### src/rtl/vga_timing_gen.sv
// -----------------------------------------------------------------------------
// vga_timing_gen
//   Parametrised raster timing generator. A pixel prescaler divides the system
//   clock down to the pixel rate. Horizontal and vertical counters walk the
//   raster. Sync, display-enable and the line/frame strobes are registered
//   together with the counters, so every output describes the same pixel.
//
// Ports
//   clk          system clock, rising edge
//   rst_n        synchronous active-low reset
//   run          1 = advance, 0 = freeze all state (strobes/pix_en forced 0)
//   pix_en       pulse on the clock whose edge advances the pixel position
//   hpos, vpos   current column / line
//   hsync, vsync sync pulses, at H_POL / V_POL level while asserted
//   display_on   1 inside the visible window
//   line_start   1 for the cycle after hpos wrapped to 0
//   frame_start  1 for the cycle after hpos and vpos both wrapped to 0
//   frame_cnt    completed frames, wraps modulo 2^FRAME_W
// -----------------------------------------------------------------------------
module vga_timing_gen #(
   parameter int unsigned H_ACTIVE = 640,
   parameter int unsigned H_FRONT  = 16,
   parameter int unsigned H_SYNC   = 96,
   parameter int unsigned H_BACK   = 48,
   parameter int unsigned V_ACTIVE = 480,
   parameter int unsigned V_FRONT  = 10,
   parameter int unsigned V_SYNC   = 2,
   parameter int unsigned V_BACK   = 33,
   parameter bit          H_POL    = 1'b0,
   parameter bit          V_POL    = 1'b0,
   parameter int unsigned PIX_DIV  = 1,
   parameter int unsigned CNT_W    = 10,
   parameter int unsigned FRAME_W  = 8
) (
   input  logic               clk,
   input  logic               rst_n,
   input  logic               run,
   output logic               pix_en,
   output logic [CNT_W-1:0]   hpos,
   output logic [CNT_W-1:0]   vpos,
   output logic               hsync,
   output logic               vsync,
   output logic               display_on,
   output logic               line_start,
   output logic               frame_start,
   output logic [FRAME_W-1:0] frame_cnt
);

   localparam int unsigned H_TOTAL = H_ACTIVE + H_FRONT + H_SYNC + H_BACK;
   localparam int unsigned V_TOTAL = V_ACTIVE + V_FRONT + V_SYNC + V_BACK;

   localparam int unsigned H_SYNC_BEG = H_ACTIVE + H_FRONT;
   localparam int unsigned H_SYNC_END = H_ACTIVE + H_FRONT + H_SYNC;
   localparam int unsigned V_SYNC_BEG = V_ACTIVE + V_FRONT;
   localparam int unsigned V_SYNC_END = V_ACTIVE + V_FRONT + V_SYNC;

   localparam int unsigned PRE_W = (PIX_DIV > 1) ? $clog2(PIX_DIV) : 1;

   localparam logic [PRE_W-1:0] PRE_LAST = PRE_W'(PIX_DIV - 1);
   localparam logic [CNT_W-1:0] H_LAST   = CNT_W'(H_TOTAL - 1);
   localparam logic [CNT_W-1:0] V_LAST   = CNT_W'(V_TOTAL - 1);

   // Reject configurations the counters cannot represent.
   if (PIX_DIV < 1 || 64'(H_TOTAL) > (64'd1 << CNT_W) ||
       64'(V_TOTAL) > (64'd1 << CNT_W)) begin : g_param_check
      $error("vga_timing_gen: illegal PIX_DIV or CNT_W too narrow for totals");
   end

   logic [PRE_W-1:0]   pre_q,   pre_d;
   logic [CNT_W-1:0]   hpos_q,  hpos_d;
   logic [CNT_W-1:0]   vpos_q,  vpos_d;
   logic [FRAME_W-1:0] fcnt_q,  fcnt_d;
   logic               hsync_q, hsync_d;
   logic               vsync_q, vsync_d;
   logic               disp_q,  disp_d;
   logic               line_q,  line_d;
   logic               frame_q, frame_d;

   logic pix_tick;
   logic advance;
   logic h_wrap;
   logic v_wrap;

   always_comb begin
      // NOTE: every next-state value gets a default first, so no path through
      // this block leaves a variable unassigned and no latch is inferred.
      pre_d  = pre_q;
      hpos_d = hpos_q;
      vpos_d = vpos_q;
      fcnt_d = fcnt_q;

      pix_tick = (pre_q == PRE_LAST);
      advance  = run & pix_tick;
      h_wrap   = (hpos_q == H_LAST);
      v_wrap   = (vpos_q == V_LAST);

      if (run) begin
         pre_d = pix_tick ? '0 : pre_q + 1'b1;
      end

      if (advance) begin
         hpos_d = h_wrap ? '0 : hpos_q + 1'b1;
         if (h_wrap) begin
            vpos_d = v_wrap ? '0 : vpos_q + 1'b1;
            if (v_wrap) begin
               fcnt_d = fcnt_q + 1'b1;
            end
         end
      end

      // Strobes only live for the cycle right after the wrapping advance;
      // any other edge (including a frozen one) clears them.
      line_d  = advance & h_wrap;
      frame_d = advance & h_wrap & v_wrap;

      // Decoded from the next position, so when the counters are frozen
      // these recompute to their current values and simply hold.
      hsync_d = (32'(hpos_d) >= H_SYNC_BEG && 32'(hpos_d) < H_SYNC_END) ? H_POL : ~H_POL;
      vsync_d = (32'(vpos_d) >= V_SYNC_BEG && 32'(vpos_d) < V_SYNC_END) ? V_POL : ~V_POL;
      disp_d  = (32'(hpos_d) < H_ACTIVE) && (32'(vpos_d) < V_ACTIVE);
   end

   always_ff @(posedge clk) begin
      // NOTE: sequential state uses non-blocking assignments only, so every
      // register samples the pre-edge values regardless of statement order.
      if (!rst_n) begin
         pre_q   <= '0;
         hpos_q  <= '0;
         vpos_q  <= '0;
         fcnt_q  <= '0;
         hsync_q <= ~H_POL;
         vsync_q <= ~V_POL;
         disp_q  <= 1'b1;
         line_q  <= 1'b0;
         frame_q <= 1'b0;
      end else begin
         pre_q   <= pre_d;
         hpos_q  <= hpos_d;
         vpos_q  <= vpos_d;
         fcnt_q  <= fcnt_d;
         hsync_q <= hsync_d;
         vsync_q <= vsync_d;
         disp_q  <= disp_d;
         line_q  <= line_d;
         frame_q <= frame_d;
      end
   end

   // pix_en and the strobes are masked while frozen or held in reset.
   assign pix_en      = advance & rst_n;
   assign line_start  = line_q & run;
   assign frame_start = frame_q & run;

   assign hpos       = hpos_q;
   assign vpos       = vpos_q;
   assign hsync      = hsync_q;
   assign vsync      = vsync_q;
   assign display_on = disp_q;
   assign frame_cnt  = fcnt_q;

endmodule

### config.mk
export PLATFORM = sky130hd
export DESIGN_NAME = vga_timing_gen
export DESIGN_NICKNAME = d
export VERILOG_FILES = /design/src/rtl/vga_timing_gen.sv
export SDC_FILE = /design/constraint.sdc
export NUM_CORES = 1
export LEC_CHECK = 0
export BUFFER_PORTS_ARGS = -buffer_cell sky130_fd_sc_hd__buf_4
export CAP_MARGIN = 20
export CORE_MARGIN = 1
export CORE_UTILIZATION = 57
export CTS_CLUSTER_DIAMETER = 200
export DETAILED_ROUTE_END_ITERATION = 10
export GPL_TIMING_DRIVEN = 0
export PLACE_DENSITY = 0.9
export SETUP_SLACK_MARGIN = 0.1
export SLEW_MARGIN = 20
export SYNTH_ARGS = -nofsm -noshare
export SYNTH_HDL_FRONTEND = slang
export SYNTH_SLANG_ARGS = --single-unit
### constraint.sdc
create_clock -name clk -period 4.1 [get_ports clk]
set_input_delay 0 -clock clk [delete_from_list [all_inputs] [get_ports clk]]
set_output_delay 0 -clock clk [all_outputs]
set_load 0.05 [all_outputs]
==> flow_summary.yaml <==
floorplanning:
  num_rows: 19
  fp.coreArea_um2: 2780
  die_area_um2: 3200
  die_h_um: 56.5
  die-width_um: 56.5
  initial_core_util_pct: 61.0
  pin_count: 37
power:
  intPower_mw: 0.524
  switching_power_mw: 0.151
  sequentialPowerShare_pct: 48.6
  power.density_nw_per_um2: 319
  p_comb_share_pct: 5.8
  leakagePower_nw: 0.850
  ir_drop_mv: 0.307
  p_sw_share_pct: 22.3
  pwr-share-clk_pct: 45.6
detailed_routing:
  drc_errors: 0
  num_vias: 1624
  drt_iter0_markers: 59
  postRouteAntennaNets: 0
  routed_wl_um: 4030
  drt-wirelength-per-cell_um: 14.2
  via_per_inst: 5.74
  drtPass1Iterations: 4
critical_path:
  reg2reg_from: "hpos[0]"
  worstSetupStartpoint: "hpos[0]"
  crit_buf_inv: 0
  critical_path_class: "flip-flop to flip-flop"
  r2r_end: "display_on"
  r2r_slack_ps: 1240
  cp_slowest_cell: "nor4_1"
  critPathArrivalTime_ps: 3130
  crit_chain: "ha_1 -> nand4b_4 -> nor4_1 -> o21ai_0 -> a21oi_1 -> nand2_1 -> o31ai_1"
  startpoint_type: "flip-flop"
  cpPeakStageDelay_ps: 940
  end_kind: "flip-flop"
  endpoint: "display_on"
  crit_family: "simple AND/OR/NAND/NOR gates"
  worst-endpoint-required_ps: 4370
  reg2regPathDepth: 7
  critPathMaxFanout: 8
  crit_cells: 7
clock_network:
  cts_buffers: 5
  post_cts_buffers: 0
  root_buffer: "clkbuf_4"
  clkSlewWorstSetupHoldPaths_ps: 100
  clk_latency_ps: 350
  holdBufCountCts: 1
  h-tree-depth: 2
  ctsResizeCount: 0
  cts_buffer_depth: 2
  tritoncts: "done"
  cts_sinks: 33
finish:
  drive_gt1_share_pct: 20.6
  syn2layout_area_growth_pct: 24.9
  fin_util_pct: 76.1
  num_antenna_cells: 0
  fin_nets: 258
yosys:
  synth_nets: 214
  synth_cell_types: 42
  synth_top_area_share_pct: 39.0
  yosysWarnings: 0
  syn_inst: 207
  synth_top_cell_by_area: "dfxtp_1"
  synth_area_um2: 1700
  ys_seq_elements: 33
  yosysSeqAreaShare_pct: 39.0
  syn_avg_cell_area_um2: 8.19
  synth.area.top_cells: "dfxtp_1 39%, nor2_1 7.5%, xnor2_1 5.2%"
timing:
  setup_violations: 0
  tns_ps: 0
  rsz0062_at_grt: "false"
  layout_min_cycle_time_ps: 2860
  hold_viol_final: 0
  slew_headroom_pct: 26.3
  worstMarginPinSlew_ps: 1090
  report.final.slew_viol_count: 0
  max_freq_mhz: 350
  min_period_over_period_pct: 69.8
  skew_ps: 10.2
placed_design:
  portBuffers: 36
  gp_congestion: 0.911
  post-dp-hpwl_um: 2840
grt:
  gr-usage-met3_pct: 5.30
  grt_pass1_vias: 1489
  grtUsageTotal_pct: 27.3
  grt.busiest_layer: "met2"
  globalRouteMet1Util_pct: 34.0
  grt_pass1_wl_um: 6690
  grt-ovfl-total: 0
  antenna_found_initial: 0
  grt_max_degree: 12
  use_met2_pct: 43.4
outcome:
  status: "completed"
job:
  maxCapViolations: 0
worst_hold_path:
  hold_path.class: "input pin to flip-flop"
## Yosys cell counts
library cell and count:
nand3_1 10, xnor2_1 10, nand4bb_1 1, nor3_1 8, o211ai_1 4, nand3b_1 1
a21oi_1 7, and4b_1 1, nand4_1 7, inv_1 6, o31ai_1 1, a311oi_2 1
and3_1 4, o211a_1 1, or4_4 1, and4_1 2, nor3b_1 1, a32oi_1 1
a2bb2oi_1 1, dfxtp_1 33, or4b_2 1, nand2_1 17, a31oi_1 1, or2_2 1
o21ai_0 8, or3_1 2, a211oi_1 1, nand2b_1 1, nor2_1 34, nand4b_4 1
nor4_1 2, a41oi_1 1, ha_1 4, and2_1 9, clkbuf_1 8, nor4b_1 1
buf_6 1, buf_2 2, or4_1 1, a22oi_1 2, mux2i_1 1, xor2_1 7
## registers in the layout, indices dropped and copies added (netlist names)
register and flops:
line_q 1, vpos 10, vsync 1, frame_q 1, hsync 1, frame_cnt 8, hpos 10, display_on 1
## power groups by stage
stage | registers (mW) | logic [mW] | clock network [mW]
after detailed placement | 0.336 | 0.0383 | 0
after CTS | 0.328 | 0.0392 | 0.305
after global routing | 0.329 | 0.0417 | 0.325
after floorplan | 0.345 | 0.0155 | 0
after global placement | 0.335 | 0.0375 | 0
final | 0.328 | 0.0391 | 0.308
## through the flow
| stage | worst slack (ps) | total power [mW] | hold WS [ps] | std cells | instance area, um^2 |
|---|---|---|---|---|---|
| 4_1_cts | 1270 | 0.673 | 195 | 283 | 2120 |
| 2_1_floorplan | 1380 | 0.360 | 71.1 | 207 | 1700 |
| 6_report | 1240 | 0.675 | 193 | 283 | 2120 |
| 3_5_place_dp | 1360 | 0.374 | 236 | 274 | 2000 |
| 3_3_place_gp | 1460 | 0.373 | 242 | 274 | 2000 |
| 5_1_grt | 1060 | 0.695 | 238 | 283 | 2120 |
## layout make-up
cell class,instances,area (um^2)
clock inverter,3,65.1
buffer,11,51.3
multi-input combinational,157,961
sequential,33,661
inverter,6,22.5
timing repair buffer,37,280
tap,31,38.8
clock buffer,5,37.5
fill,208,664
## routing by layer
layer	part of all wire [%]	wire length, um	up-vias
met3	5.6	226	10
li1	-	-	810
met5	0	0	-
met1	43	1720	750
met2	49	1970	54
met4	2.8	114	0
## cells by family (layout without fill, tap and decap cells)
family / count (synthesis) / count (layout) / synth area share [%]
adders and majority gates: 4 / 4 / 2.95
AOI/OAI and AO/OA: 29 / 29 / 11.4
DFF: 33 / 33 / 39.0
buffers and inverters: 17 / 62 / 4.35
and+or+nand+nor: 106 / 106 / 33.0
muxes: 1 / 1 / 0.590
xor gates and xnor gates: 17 / 17 / 8.78
## worst min-delay path: stages
cell      delay (ps)
buf_4            120
nand4b_4          90
nor2_1            60
nand3_1           80
a21oi_1           70
nor2_1            70
## how the worst min path moves through the flow
stage,end,cells after the start,slack (ps),from
after floorplan,display_on,1,70,rst_n
after global placement,display_on,2,240,rst_n
after detailed placement,display_on,2,240,rst_n
after CTS,vpos[4],6,190,run
after global routing,vpos[4],6,240,run
final,vpos[4],6,190,run
## cells in the final DEF (no fill, tap or decap), types with 2 or more instances in the layout
master	count
a21oi_1	7
a22oi_1	2
and2_1	9
and3_1	4
and4_1	2
buf_2	2
buf_4	36
bufinv_16	2
clkbuf_1	8
clkbuf_4	5
dfxtp_1	33
ha_1	4
inv_1	6
nand2_1	17
nand3_1	10
nand4_1	7
nor2_1	34
nor3_1	8
nor4_1	2
o211ai_1	4
o21ai_0	8
or3_1	2
xnor2_1	10
xor2_1	7
Power figures use the tool's default switching activity.
